<file path="src/rtl/forward_pass.sv">
// forward_pass: forward inference of the 2-2-1 XOR network (8.8 signed fixed point).
// Five-state FSM: IDLE -> HID -> RELU -> OUT -> SIG -> IDLE.
// Optional feature macro: FWD_SATURATE_EN clamps pre-activations to 16 bits
// instead of wrapping.
//
// state | meaning
// ------+---------------------------------------------------------------
// IDLE  | waiting for start; operands latched when start is seen
// HID   | hidden pre-activations z1, z2
// RELU  | h1, h2 = ReLU(z1), ReLU(z2)
// OUT   | output pre-activation z3
// SIG   | y = piecewise-linear sigmoid(z3), valid pulses next cycle
module forward_pass (
  input  logic               clk,
  input  logic               rst,
  input  logic               start,
  input  logic signed [15:0] x1,
  input  logic signed [15:0] x2,
  input  logic signed [15:0] w11,
  input  logic signed [15:0] w12,
  input  logic signed [15:0] w21,
  input  logic signed [15:0] w22,
  input  logic signed [15:0] w31,
  input  logic signed [15:0] w32,
  input  logic signed [15:0] b1,
  input  logic signed [15:0] b2,
  input  logic signed [15:0] b3,
  output logic signed [15:0] h1,
  output logic signed [15:0] h2,
  output logic signed [15:0] y,
  output logic               busy,
  output logic               valid
);

  typedef enum logic [2:0] {IDLE, HID, RELU, OUT, SIG} state_t;

  state_t state;
  logic signed [15:0] x1_q, x2_q, w11_q, w12_q, w21_q, w22_q, w31_q, w32_q;
  logic signed [15:0] b1_q, b2_q, b3_q;
  logic signed [15:0] z1, z2, z3;

  // Rounded 8.8 product at 32 bits: (a*b + 0.5 LSB) >>> 8.
  function automatic logic signed [31:0] rmul(input logic signed [15:0] a,
                                              input logic signed [15:0] b);
    logic signed [31:0] p;
    p = 32'(a) * 32'(b);
    return (p + 32'sd128) >>> 8;
  endfunction

  // Reduce a 32-bit pre-activation to 16 bits.
  function automatic logic signed [15:0] reduce(input logic signed [31:0] z);
`ifdef FWD_SATURATE_EN
    if (z > 32'sd32767) return 16'sh7fff;
    else if (z < -32'sd32768) return 16'sh8000;
    else return z[15:0];
`else
    return z[15:0];
`endif
  endfunction

  function automatic logic signed [15:0] relu(input logic signed [15:0] z);
    return (z > 16'sd0) ? z : 16'sd0;
  endfunction

  // Piecewise-linear sigmoid, symmetric around 0.5 (128).
  function automatic logic signed [15:0] sigmoid(input logic signed [15:0] z);
    logic [15:0] a;
    logic [15:0] f;
    if (z == 16'sh8000) a = 16'd32767;
    else if (z < 16'sd0) a = 16'(-z);
    else a = 16'(z);
    if (a >= 16'd1280) f = 16'd256;
    else if (a >= 16'd608) f = (a >> 5) + 16'd216;
    else if (a >= 16'd256) f = (a >> 3) + 16'd160;
    else f = (a >> 2) + 16'd128;
    return (z >= 16'sd0) ? $signed(f) : $signed(16'd256 - f);
  endfunction

  // Sequencer, operand capture, datapath registers and registered outputs.
  always_ff @(posedge clk or posedge rst) begin
    if (rst) begin
      state <= IDLE;
      x1_q <= '0; x2_q <= '0;
      w11_q <= '0; w12_q <= '0; w21_q <= '0; w22_q <= '0;
      w31_q <= '0; w32_q <= '0;
      b1_q <= '0; b2_q <= '0; b3_q <= '0;
      z1 <= '0; z2 <= '0; z3 <= '0;
      h1 <= '0; h2 <= '0; y <= '0;
      busy <= 1'b0;
      valid <= 1'b0;
    end else begin
      valid <= 1'b0;
      case (state)
        IDLE: begin
          if (start) begin
            x1_q <= x1; x2_q <= x2;
            w11_q <= w11; w12_q <= w12; w21_q <= w21; w22_q <= w22;
            w31_q <= w31; w32_q <= w32;
            b1_q <= b1; b2_q <= b2; b3_q <= b3;
            busy <= 1'b1;
            state <= HID;
          end
        end
        HID: begin
          z1 <= reduce(rmul(w11_q, x1_q) + rmul(w12_q, x2_q) + 32'(b1_q));
          z2 <= reduce(rmul(w21_q, x1_q) + rmul(w22_q, x2_q) + 32'(b2_q));
          state <= RELU;
        end
        RELU: begin
          h1 <= relu(z1);
          h2 <= relu(z2);
          state <= OUT;
        end
        OUT: begin
          z3 <= reduce(rmul(w31_q, h1) + rmul(w32_q, h2) + 32'(b3_q));
          state <= SIG;
        end
        SIG: begin
          y <= sigmoid(z3);
          valid <= 1'b1;
          busy <= 1'b0;
          state <= IDLE;
        end
        default: begin
          busy <= 1'b0;
          state <= IDLE;
        end
      endcase
    end
  end

endmodule

</file>
<file path="config.mk">
export PLATFORM = sky130hd
export DESIGN_NAME = forward_pass
export DESIGN_NICKNAME = d
export VERILOG_FILES = /design/src/rtl/forward_pass.sv
export SDC_FILE = /design/constraint.sdc
export NUM_CORES = 2
export LEC_CHECK = 0
export CAP_MARGIN = 25
export CORE_UTILIZATION = 42
export DETAILED_ROUTE_END_ITERATION = 16
export GPL_ROUTABILITY_DRIVEN = 0
export HOLD_SLACK_MARGIN = 0.06
export SYNTH_ARGS = -nofsm -noshare
export SYNTH_HDL_FRONTEND = slang
export SYNTH_SLANG_ARGS = --single-unit
</file>
<file path="constraint.sdc">
create_clock -name clk -period 9.9 [get_ports clk]
set_input_delay 1.485 -clock clk [delete_from_list [all_inputs] [get_ports clk]]
set_output_delay 1.485 -clock clk [all_outputs]
set_load 0.03 [all_outputs]
</file>
==> out/qor.txt <==
Vias in the first global route = 46900
Die Y = 376 µm
Dominant cell type by area after synthesis = fa_1
Initial core utilization = 0.422
Wire length of the first global-routing pass = 259000 µm
Unique masters post-synth = 81
Core ar. = 0.139 mm²
Syn Std Cell Area = 0.0589 mm²
CP Class = register to register
PostCTS Resize Cnt = 0
Mapped Cells = 6705
Fill count = 13563
Crit-path most repeated cell = fa_1
Setup TNS = 0 ns
Avg WL per Cell = 18.5 µm
Largest net degree at the start of global routing = 98
Clock Skews = 0.0341 ns
Rows = 137
# nets final = 8574
Clock transition at the registers of the reported paths = 0.06 ns
Fraction of layout instances using a drive strength above 1 = 0.0302
Final ANT Viol Nets = 0
HPWL after detailed placement = 128000 µm
IO Pins = 229
CP max stage cell = dfrtp_1
Count of flip-flops with a built-in enable after synthesis = 0
Outcome = finished, final reports clean
RSZ-0062 raised after global routing = false
Synth Warn # = 0
CP Launch Point = x2_q[2]
Input/output buffers = 228
#FFs+latches synth = 277
Relative slew slack = 0.269
Max-cap violations = 0
CP required = 10.36 ns
Max Fclk = 111 MHz
Worst Path Max Fanout = 17
CP Data Arrival Time = 9.48 ns
Die area = 0.142 mm²
Final Hold Viols = 0
Worst setup margin = 0.882 ns
Syn Area/Cell = 8.78 µm²
Hold wc startpoint = y[11]
CTS tree = built
Ant diodes = 0
Die X-Extent = 376 µm
Hold Path Class = register to register
Area contributors post-synth = fa_1 (40%), dfrtp_1 (12%), inv_1 (10%)
Tmin final = 9.02 ns
Total number of vias = 42818
Inserted Clock Buffers = 40
Setup-failing EPs final = 0
Initial antenna violation count = 2
Endpoint class of the critical path = register
Max Root-Sink Buffers = 3
Slew @ Worst Pin = 1.10 ns
1st-iter DRT viols = 2483
Area growth syn-to-layout = 9.36%
Fraction of registers with async set/reset = 1.00
Clock sink total = 277
Routed WL = 160000 µm
Placed cell area = 0.0630 mm²
H-tree level count = 2
Worst skew pair latency = 0.63 ns
Avg Vias per Cell = 4.94
Slowest stage delay, CP = 0.80 ns
Hold depth = 2
Fin area = 0.0644 mm²
DRC = 0
Worst reg2reg startpoint = x2_q[2]
Setup WS pre-CTS = 0.983 ns
CP startpoint kind = register
Post-synth top area share = 0.398
Ys flop type = dfrtp_1
Overall Global Routing Usage = 0.235
DP Cell Count = 8598
Root Driver = clkbuf_16
Post-Syn Nets = 8513
Final std cells w/o fill = 8673
Hold buffers post-CTS = 0
Max-slew violation count = 0
Remaining global-route overflow = 0
Setup Fix Bufs, Post-CTS = 0
DRT Pass-1 Iters = 8
Worst r2r path cells = 33
Post-synthesis sequential area ratio = 0.118
Fin crit share = 0.911
==> critical path: cells and delay by family, from the launching register on <==
kind	cells	cell delay (ns)
simple gates	7	1.18
fa+ha+maj	9	3.85
compound gates	9	1.81
flops	1	0.80
buf+inv	4	0.52
xor+xnor	4	0.68
==> layer usage <==
| metal | up-vias | track usage | share of wire |
|---|---|---|---|
| met5 | - | 0 | 0 |
| met3 | 246 | 0.0240 | 0.047 |
| met4 | 0 | 0.0683 | 0.030 |
| met2 | 1094 | 0.420 | 0.50 |
| li1 | 19669 | - | - |
| met1 | 21809 | 0.300 | 0.42 |
==> synth_stat cells (all sizes together) (15+ instances only) <==
master	n
xor2	84
o21ai	163
a22o	21
or2	16
nand2b	57
inv	1604
clkbuf	281
a21oi	67
nor2	100
nand2	1275
nor3	36
nand4	16
nor2b	29
and3	16
xnor2	193
dfrtp	277
nand3	17
or3	15
o21a	24
and2	599
a21o	24
fa	1170
ha	459
==> cells in the final DEF (no fill, tap or decap), drive strengths merged, types with 11 or more instances in the layout <==
master | Yosys | routed
a21oi | 67 | 67
nand2 | 1275 | 1275
nor4 | 13 | 13
o21a | 24 | 24
a22o | 21 | 21
or3 | 15 | 15
xor2 | 84 | 84
nand4 | 16 | 16
clkinv | 1 | 16
a21o | 24 | 24
dfrtp | 277 | 277
nor2 | 100 | 100
mux2i | 11 | 11
nand3 | 17 | 17
xnor2 | 193 | 193
a31oi | 14 | 14
clkdlybuf4s50 | 0 | 228
nand2b | 57 | 57
buf | 9 | 81
clkbuf | 281 | 48
nor2b | 29 | 29
fa | 1170 | 1170
nor3 | 36 | 36
ha | 459 | 459
inv | 1604 | 1609
and3 | 16 | 16
o21ai | 163 | 163
or2 | 16 | 16
and2 | 599 | 599
==> kinds of logic (layout without fill, tap and decap cells) <==
logic type | count (synthesis) | count (layout) | share of synthesized area
muxes | 15 | 15 | 0.00349
buffers and inverters | 1895 | 1987 | 0.121
and+or+nand+nor | 2218 | 2218 | 0.178
adders and majority gates | 1629 | 1629 | 0.495
xor gates and xnor gates | 277 | 277 | 0.0412
DFF | 277 | 277 | 0.118
AOI/OAI and AO/OA | 394 | 394 | 0.0432
==> per-stage QoR <==
step,util,hold slack (ns)
after floorplan,-,0.464
final,0.462,0.468
after CTS,0.462,0.471
after global routing,0.462,0.500
after global placement,0.452,0.457
after detailed placement,0.452,0.460
==> final cells by class <==
cell class	instances	area (µm²)	area share
clock inverter	25	239	0.00371
tap	1876	2350	0.0365
timing repair buffer	309	2930	0.0455
multi-input combinational	4533	44800	0.696
clock buffer	48	1100	0.0171
inverter	1605	6030	0.0937
sequential	277	6930	0.108
==> worst paths after layout <==
check                           endpoint  slack [ns]
worst max register to register    z2[15]        0.88
worst min register to register     y[11]        0.47
max in group asynchronous       w12_q[8]        7.10
worst min-delay path               y[11]        0.47
min in group asynchronous       w31_q[2]        1.42
worst max-delay path              z2[15]        0.88
Power is not shown: default switching activity piles up to over one toggle a cycle in this logic, so the estimate is an artifact.
